==> config.mk <==
export PLATFORM = sky130hd
export DESIGN_NAME = rt_display_scanner
export DESIGN_NICKNAME = d
export VERILOG_FILES = /design/src/rtl/rt_disp_pkg.sv /design/src/rtl/rt_display_scanner_bcd_to_7seg.sv /design/src/rtl/rt_display_scanner.sv
export SDC_FILE = /design/constraint.sdc
export NUM_CORES = 1
export LEC_CHECK = 0
export ABC_AREA = 1
export CAP_MARGIN = 10
export CORE_UTILIZATION = 55
export CTS_BUF_LIST = sky130_fd_sc_hd__clkbuf_8
export DETAILED_ROUTE_END_ITERATION = 8
export HOLD_SLACK_MARGIN = 0.03
export PLACE_DENSITY = 0.79
export SETUP_SLACK_MARGIN = 0.4
export SYNTH_ARGS = -nofsm -noshare
export SYNTH_HDL_FRONTEND = slang
export SYNTH_SLANG_ARGS = --single-unit
==> constraint.sdc <==
create_clock -name clk -period 2.11 [get_ports clk]
set_input_delay 0.422 -clock clk [delete_from_list [all_inputs] [get_ports clk]]
set_output_delay 0.422 -clock clk [all_outputs]
set_load 0.01 [all_outputs]
==> src/rtl/rt_disp_pkg.sv <==
// Shared definitions for the display scanner: active-low segment codes
// (gfedcba) and the BCD nibble type.
package rt_disp_pkg;

  typedef logic [3:0] bcd_t;

  localparam logic [6:0] SEG_0     = 7'h40;
  localparam logic [6:0] SEG_1     = 7'h79;
  localparam logic [6:0] SEG_2     = 7'h24;
  localparam logic [6:0] SEG_3     = 7'h30;
  localparam logic [6:0] SEG_4     = 7'h19;
  localparam logic [6:0] SEG_5     = 7'h12;
  localparam logic [6:0] SEG_6     = 7'h02;
  localparam logic [6:0] SEG_7     = 7'h78;
  localparam logic [6:0] SEG_8     = 7'h00;
  localparam logic [6:0] SEG_9     = 7'h10;
  localparam logic [6:0] SEG_DASH  = 7'h3F;
  localparam logic [6:0] SEG_BLANK = 7'h7F;

endpackage

==> src/rtl/rt_display_scanner_bcd_to_7seg.sv <==
// Combinational BCD nibble to active-low 7-segment decoder.
// Non-decimal nibbles show a dash; blank_i overrides everything.
module bcd_to_7seg
  import rt_disp_pkg::*;
(
  input  bcd_t       bcd_i,
  input  logic       blank_i,
  output logic [6:0] seg_n_o
);

  always_comb begin
    seg_n_o = SEG_DASH;
    if (blank_i) begin
      seg_n_o = SEG_BLANK;
    end else begin
      case (bcd_i)
        4'd0:    seg_n_o = SEG_0;
        4'd1:    seg_n_o = SEG_1;
        4'd2:    seg_n_o = SEG_2;
        4'd3:    seg_n_o = SEG_3;
        4'd4:    seg_n_o = SEG_4;
        4'd5:    seg_n_o = SEG_5;
        4'd6:    seg_n_o = SEG_6;
        4'd7:    seg_n_o = SEG_7;
        4'd8:    seg_n_o = SEG_8;
        4'd9:    seg_n_o = SEG_9;
        default: seg_n_o = SEG_DASH;
      endcase
    end
  end

endmodule

==> src/rtl/rt_display_scanner.sv <==
// Time-multiplexed common-anode 7-segment scanner fed by a packed BCD bus.
// Takes a tear-free snapshot per frame and scans one digit per refresh slot.
module rt_display_scanner
  import rt_disp_pkg::*;
#(
  parameter int NUM_DIGITS    = 4,
  parameter int REFRESH_DIV   = 50000,
  parameter int GUARD_CYCLES  = 2,
  parameter int BLANK_LEADING = 1
) (
  input  logic                    clk,
  input  logic                    reset_n,
  input  logic                    en,
  input  logic [4*NUM_DIGITS-1:0] digits_bcd,
  input  logic [NUM_DIGITS-1:0]   dp_mask,
  output logic [6:0]              seg_n,
  output logic                    dp_n,
  output logic [NUM_DIGITS-1:0]   an_n,
  output logic                    frame_start
);

  localparam int TW = $clog2(REFRESH_DIV);
  localparam int IW = $clog2(NUM_DIGITS);
  localparam logic [TW-1:0] TICK_MAX = TW'(REFRESH_DIV - 1);
  localparam logic [TW-1:0] GUARD_W  = TW'(GUARD_CYCLES);
  localparam logic [IW-1:0] IDX_MAX  = IW'(NUM_DIGITS - 1);

  logic [TW-1:0]           tick_cnt_q, tick_cnt_d;
  logic [IW-1:0]           digit_idx_q, digit_idx_d;
  logic [4*NUM_DIGITS-1:0] snap_digits_q, snap_digits_d;
  logic [NUM_DIGITS-1:0]   snap_dp_q, snap_dp_d;
  logic                    arm_q, arm_d;
  logic [6:0]              seg_n_q, seg_n_d;
  logic                    dp_n_q, dp_n_d;
  logic [NUM_DIGITS-1:0]   an_n_q, an_n_d;
  logic                    frame_start_q, frame_start_d;

  bcd_t                    snap_nib [NUM_DIGITS];
  logic [NUM_DIGITS-1:0]   lead_zero;
  bcd_t                    sel_nib;
  logic                    blank_sel;
  logic [6:0]              dec_seg_n;
  logic                    tick;

  // lead_zero[i]: nibble i and every nibble above it are zero.
  for (genvar gi = 0; gi < NUM_DIGITS; gi++) begin : g_nib
    assign snap_nib[gi]  = snap_digits_q[4*gi +: 4];
    assign lead_zero[gi] = ~|snap_digits_q[4*NUM_DIGITS-1:4*gi];
  end

  assign sel_nib   = snap_nib[digit_idx_q];
  assign blank_sel = (BLANK_LEADING != 0) && (digit_idx_q != '0) && lead_zero[digit_idx_q];
  assign tick      = (tick_cnt_q == TICK_MAX);

  bcd_to_7seg u_dec (
    .bcd_i   (sel_nib),
    .blank_i (blank_sel),
    .seg_n_o (dec_seg_n)
  );

  always_comb begin
    tick_cnt_d    = tick_cnt_q;
    digit_idx_d   = digit_idx_q;
    snap_digits_d = snap_digits_q;
    snap_dp_d     = snap_dp_q;
    arm_d         = arm_q;
    frame_start_d = 1'b0;
    seg_n_d       = SEG_BLANK;
    dp_n_d        = 1'b1;
    an_n_d        = '1;

    if (!en) begin
      // Frozen and dark; the next enabled cycle restarts the frame.
      arm_d = 1'b1;
    end else if (arm_q) begin
      arm_d         = 1'b0;
      tick_cnt_d    = '0;
      digit_idx_d   = '0;
      snap_digits_d = digits_bcd;
      snap_dp_d     = dp_mask;
      frame_start_d = 1'b1;
    end else begin
      seg_n_d = dec_seg_n;
      if (tick_cnt_q >= GUARD_W) begin
        an_n_d[digit_idx_q] = 1'b0;
        dp_n_d              = ~snap_dp_q[digit_idx_q];
      end

      if (tick) begin
        tick_cnt_d = '0;
        if (digit_idx_q == IDX_MAX) begin
          digit_idx_d   = '0;
          snap_digits_d = digits_bcd;
          snap_dp_d     = dp_mask;
          frame_start_d = 1'b1;
        end else begin
          digit_idx_d = digit_idx_q + 1'b1;
        end
      end else begin
        tick_cnt_d = tick_cnt_q + 1'b1;
      end
    end
  end

  always_ff @(posedge clk or negedge reset_n) begin
    if (!reset_n) begin
      tick_cnt_q    <= '0;
      digit_idx_q   <= '0;
      snap_digits_q <= '0;
      snap_dp_q     <= '0;
      arm_q         <= 1'b1;
      seg_n_q       <= SEG_BLANK;
      dp_n_q        <= 1'b1;
      an_n_q        <= '1;
      frame_start_q <= 1'b0;
    end else begin
      tick_cnt_q    <= tick_cnt_d;
      digit_idx_q   <= digit_idx_d;
      snap_digits_q <= snap_digits_d;
      snap_dp_q     <= snap_dp_d;
      arm_q         <= arm_d;
      seg_n_q       <= seg_n_d;
      dp_n_q        <= dp_n_d;
      an_n_q        <= an_n_d;
      frame_start_q <= frame_start_d;
    end
  end

  assign seg_n       = seg_n_q;
  assign dp_n        = dp_n_q;
  assign an_n        = an_n_q;
  assign frame_start = frame_start_q;

endmodule

## Yosys cells after proc, flatten, opt, wreduce, memory -nomap -nowiden

Memories as Yosys holds them, arrays and structs flattened.
Cells that the tools add are included.

| operators by class | value |
|---|---|
| shift operators | 0 |
| multiply operators | 0 |
| add/subtract/negate cells | 2 |
| reductions and logical operators | 15 |
| equal/unequal tests | 2 |
| $lt $le $gt $ge | 4 |
| bitwise gates (word level) | 3 |
| mux-type cells | 34 |
| divide/modulo/power cells | 0 |

Operators with widths:

| operator | count |
|---|---|
| two-way mux 16 bit | 5 |
| two-way mux 4 bit | 8 |
| two-way mux 7 bit | 3 |
| adder 16 x 1 -> 16 bit, second input constant | 1 |
| equality test 16 bit, second input constant | 1 |
| >= comparator 16 x 2 -> 1 bit, second input constant | 1 |
| OR reduction 16 bit | 1 |
| OR reduction 12 bit | 1 |
| two-way mux 1 bit | 11 |
| binary-select mux 4 bit (select 2 bit) | 1 |
| OR reduction 8 bit | 1 |
| two-way mux 2 bit | 3 |
| nonzero test 2 bit | 3 |
| binary-select mux 1 bit (select 2 bit) | 2 |
| logical NOT 1 bit | 4 |
| NOT 4 bit | 1 |
| OR reduction 4 bit | 1 |
| >= comparator 3 bit, second input constant | 1 |
| < comparator 2 x 3 -> 1 bit, second input constant | 1 |
| NOT 2 -> 3 bit | 1 |
| AND reduction 3 bit | 1 |
| adder 2 x 1 -> 2 bit, second input constant | 1 |
| demux 1 bit (select 2 bit) | 1 |
| equality test 2 bit, second input constant | 1 |
| other kinds (4) | 5 |

| storage, ports and cells | value |
|---|---|
| output and inout bits | 13 |
| bits in latches | 0 |
| bits in read-only memories | 112 |
| memories kept | 1 |
| bits of input ports | 23 |
| register bits after elaboration | 52 |
| memory bits (writable) | 0 |

Memories:

| name | depth | bits a word | rd ports | clocked after Yosys merged registers in | write ports | line | source |
|---|---|---|---|---|---|---|---|
| (name not given) | 16 | 7 | 1 | 0 | 0 | rt_display_scanner_bcd_to_7seg.sv:16 | `case (bcd_i)` |

## Logic depth before layout (Yosys ltp)

| depth | value |
|---|---|
| depth in word-level cells | 8 |
| depth in mapped cells | 11 |

## By module

A second synthesis with hierarchy kept.

| unflattened totals | value |
|---|---|
| cells, all modules | 358 |
| area total of the unflattened synthesis | 2851.5 sq um |

Modules (own cells, without submodules):

| module | area each (sq um) | cells each | times used | sequential area each (sq um) |
|---|---|---|---|---|
| rt_display_scanner | 2655.0 | 321 | 1 | 1317.5 |
| bcd_to_7seg | 196.4 | 37 | 1 | 0.0 |

## Least setup slack after synthesis

OpenSTA, ideal clock, no wires.

| timing | value |
|---|---|
| kind | reg2reg |
| from | register digit_idx_q[0] |
| to | register seg_n_q[5], in the netlist seg_n[5] |
| path buffers | 1 |
| data required time | 2021 ps |
| arrival time | 1463 ps |
| stages on the path, launching flop included | 11 |
| setup slack | 558 ps |
| clock period less this slack | 1552 ps |
| path through | dfrtp_1 > inv_1 > buf_2 > nand2_1 > nand3_1 > nand2_1 > inv_1 > ha_1 > nand3b_1 > nand3_1 > nand4_1 |

| on the way | value |
|---|---|
| cells in the longest elaborated chain, start to end | 8 |

Ends and longest elaborated chain:

| item | line | source |
|---|---|---|
| from (decl) | rt_display_scanner.sv:29 | `logic [IW-1:0] digit_idx_q, digit_idx_d;` |
| from (signal assigned) | rt_display_scanner.sv:118 | `digit_idx_q <= digit_idx_d;` |
| NOT 2 -> 3 bit (implied by the code) | rt_display_scanner.sv:51 | `assign sel_nib = snap_nib[digit_idx_q];` |
| binary-select mux 4 bit (select 2 bit) | rt_display_scanner.sv:51 |  |
| two-way mux 4 bit (implied by the code) (2 in series) | rt_display_scanner.sv:51 |  |
| memory read (16 x 7 bit) | n/a |  |
| two-way mux 7 bit * | rt_display_scanner_bcd_to_7seg.sv:13 | `if (blank_i) begin` |
| two-way mux 7 bit * | rt_display_scanner.sv:75 | `end else if (arm_q) begin` |
| two-way mux 7 bit * | rt_display_scanner.sv:72 | `if (!en) begin` |
| via seg_n_d[5] | rt_display_scanner.sv:33 | `logic [6:0] seg_n_q, seg_n_d;` |
| to (signal assigned) | rt_display_scanner.sv:122 | `seg_n_q <= seg_n_d;` |
| to (decl) | rt_display_scanner.sv:33 |  |

The timed path passes the listed nets; every way through them passes the cells marked *. The select of a mux whose other input is x is not followed.
A chain may end at the register's enable or synchronous reset.

## Worst setup path after layout

| timing | value |
|---|---|
| from | register digit_idx_q[0] |
| to | register seg_n_q[6], in the netlist seg_n[6] |

The elaborated chain is that of the path after synthesis.

==> out/results.tsv <==
stage	metric	value	unit
finish	share of layout cells above drive strength 1	14.0	%
die	CORE AREA	4850	µm²
timing	Tcrit/Tclk final	76.3	%
place	Port-buffer cells	35	
routing	via count	2590	
routing	drt total wl	6440	µm
setup_path	CP required	2.33	ns
yosys	Seq/Total Area, Yosys	46.2	%
min_path	Worst Hold Class	input pin to asynchronous set/reset pin	
run	# Max-Cap Violations	0	
global_routing	largest net degree at the start of global routing	31	
yosys	Most used DFF post-synth	dfrtp_1	
finish	ANT cells	0	
setup_path	Crit. End Element	flip-flop	
clocking	Worst-Skew Late Latency	0.31	ns
timing	Slew Limit Fails	0	
global_routing	Top Usage Layer GRT	met1	
timing	final setup fails	0	
yosys	asr flop ratio synth	100	%
global_routing	GRT overflow	0	
pwr	maximum resistive drop on vdd	403	µV
yosys	flops & latches, synth	52	
die	Die X	74.0	µm
routing	wire length per cell	13.4	µm
setup_path	Crit path top cell by count	nand3_1	
place	Routability Congestion	0.871	
die	row cnt	25	
routing	Pre-Repair DR Iteration Count	6	
place	DP HPWL	4700	µm
timing	Worst-Margin Slew	0.486	ns
global_routing	met3 usage	4.47	%
timing	RSZ-0062 raised after global routing	true	
die	initial core utilization	58.8	%
clocking	Clock Tree Buf Depth	2	
setup_path	worst path buffer plus inverter count	2	
setup_path	family with the most delay on the worst path	simple AND/OR/NAND/NOR gates	
finish	filler instances	426	
finish	Finished Core Util	72.2	%
timing	FMAX	0.622	GHz
finish	Syn-to-layout area delta	22.8	%
setup_path	Setup CP Type	flip-flop to flip-flop	
pwr	leak pwr	0.00167	µW
global_routing	first-pass GRT wire length	10700	µm
yosys	Post-synth EDFFs	0	
setup_path	Crit path largest cell delay	0.45	ns
timing	Max Clock Skew	0.0101	ns
yosys	cell count after synthesis	365	
global_routing	met2 GRT Util	37.6	%
routing	initial DRC count	188	
finish	register area	1320	µm²
die	die height	74.0	µm
setup_path	Crit-path slowest cell	dfrtp_2	
clocking	CTS Root Cell	clkbuf_8	
timing	WHS	0.0655	ns
global_routing	met1 Resource Use GR	39.5	%
die	area of the die	5470	µm²
setup_path	crit-path max FO	10	
clocking	H-tree depth	2	
pwr	Tot Pwr	2690	µW
routing	DRT antenna net count	0	
yosys	Avg Synthesized Cell Area	7.81	µm²
die	Ports	36	
clocking	Clock transition at path regs	0.10	ns
timing	setup TNS	0	ns
yosys	Netlist Area Pre-Place	2850	µm²
setup_path	Critical Path AT	1.83	ns
global_routing	antenna violations before repair	0	
routing	vias per cell	5.37	
clocking	CTS tree	yes	
global_routing	vias in the first global route	2259	
timing	Hold Vio Cnt, Final	0	
yosys	synth warn	0	
finish	Layout Nets	448	
routing	drt drc	0	
yosys	Synth Net Count	399	
setup_path	type of origin of the critical path	flip-flop	
setup_path	worst path cell trace	buf_6 -> nand2_1 -> nand3_1 -> nand2_2 -> inv_1 -> ha_1 -> nand3b_1 -> nand3_1 -> nand3_1	
clocking	TritonCTS buffer count	5	
timing	crit path time final	1.61	ns
finish	area of the multi-input gates	1350	µm²
setup_path	Worst R2R Setup Slack	0.50	ns
clocking	clock sink count	52	
global_routing	GRT Overall Usage	25.9	%
pwr	pwr dens	770	nW/µm²
timing	worst rel slew slack	67.6	%
yosys	distinct cell type count after synthesis	27	
run_status	outcome	finished clean	
## through the flow
step / instances / setup WS (ns) / area, µm²
6_report: 482 / 0.501 / 3500
3_3_place_gp: 462 / 0.205 / 3260
2_1_floorplan: 365 / 0.558 / 2850
5_1_grt: 482 / 0.357 / 3500
4_1_cts: 474 / 0.411 / 3400
3_5_place_dp: 462 / 0.195 / 3260
## placed cells by master (no fill, tap or decap), types with 2 or more instances in the layout
cell type        synthesis  final
a21oi_1                  8      8
buf_12                   0      2
buf_4                    2     18
buf_6                    1      2
clkbuf_8                 0      5
clkdlybuf4s50_1          0     21
dfrtp_1                 39     36
dfrtp_2                  0      3
dfstp_2                 13     13
dlygate4sd2_1            0     12
ha_1                    11     10
inv_1                   24     24
nand2_1                122    120
nand2_2                  1      2
nand2_4                  1      2
nand3_1                 34     33
nand3b_1                 2      2
nand4_1                 32     32
nor2_1                  41     40
o21ai_0                  7      7
o21bai_1                 3      3
o22ai_1                  2      2
xor2_1                   4      4
## worst paths after layout
path	start	end	depth (start not counted)
min reg2reg	snap_dp_q[3]	snap_dp_q[3]	2
min in group clk	snap_dp_q[3]	snap_dp_q[3]	2
min	reset_n	snap_digits_q[12]	1
max in group asynchronous	reset_n	arm_q	2
max	digit_idx_q[0]	seg_n[6]	9
max reg2reg	digit_idx_q[0]	seg_n[6]	9
## cell families (layout without fill, tap and decap cells)
kind of cell	Yosys count	after routing	synth area share, %
flip-flops	52	52	46.2
adder cells (fa/ha/maj)	11	11	4.83
buffers and inverters	41	91	7.25
XOR/XNOR	5	5	1.54
AND/OR/NAND/NOR	236	236	36.3
AO/OA/AOI/OAI	20	20	3.86
## area by class of cell
cell class                 instances  share of cell area, %
clock inverter                     3                   1.11
tap                               67                   2.40
clock buffer                       5                   1.97
multi-input combinational        272                   38.6
inverter                          26                   2.97
sequential                        52                   37.8
timing repair buffer              57                   15.2
## layer usage
metal	vias to the layer above	wire, µm
li1	1286	-
met5	-	0
met3	10	405
met4	0	87
met1	1203	3070
met2	91	2880
## Yosys cell counts (2+ instances only)
| library cell | instances | area share (%) |
|---|---|---|
| nand2_1 | 122 | 16 |
| o22ai_1 | 2 | 0.44 |
| nor2_1 | 41 | 5.4 |
| dfrtp_1 | 39 | 34 |
| inv_1 | 24 | 3.2 |
| dfstp_2 | 13 | 12 |
| a21oi_1 | 8 | 1.4 |
| nand4_1 | 32 | 7.0 |
| xor2_1 | 4 | 1.2 |
| ha_1 | 11 | 4.8 |
| buf_4 | 2 | 0.53 |
| nand3_1 | 34 | 6.0 |
| o21ai_0 | 7 | 1.2 |
| buf_8 | 2 | 1.1 |
| buf_2 | 9 | 1.6 |
| nand3b_1 | 2 | 0.53 |
| o21bai_1 | 3 | 0.79 |
## registers in the layout, summed over array words and instances, names as in the netlist
register and count:
an_n 4, arm_q 1, digit_idx_q 2, dp_n 1, frame_start 1, seg_n 7, snap_digits_q 16, snap_dp_q 4
tick_cnt_q 16
## repair_timing
item	in CTS	in global routing
hold buffers	0	0
pin swaps	1	4
endpoints found under the setup margin	40	50
buffers inserted	4	8
resized for setup	15	13
## power by group
part           total [µW]  leakage (µW)  internal [µW]  switching, µW
Sequential           1230      0.000643           1140           89.2
Clock                 666     0.0000593            348            319
Combinational         797      0.000966            340            457
Total                2690       0.00167           1830            865
Power figures use the tool's default switching activity.
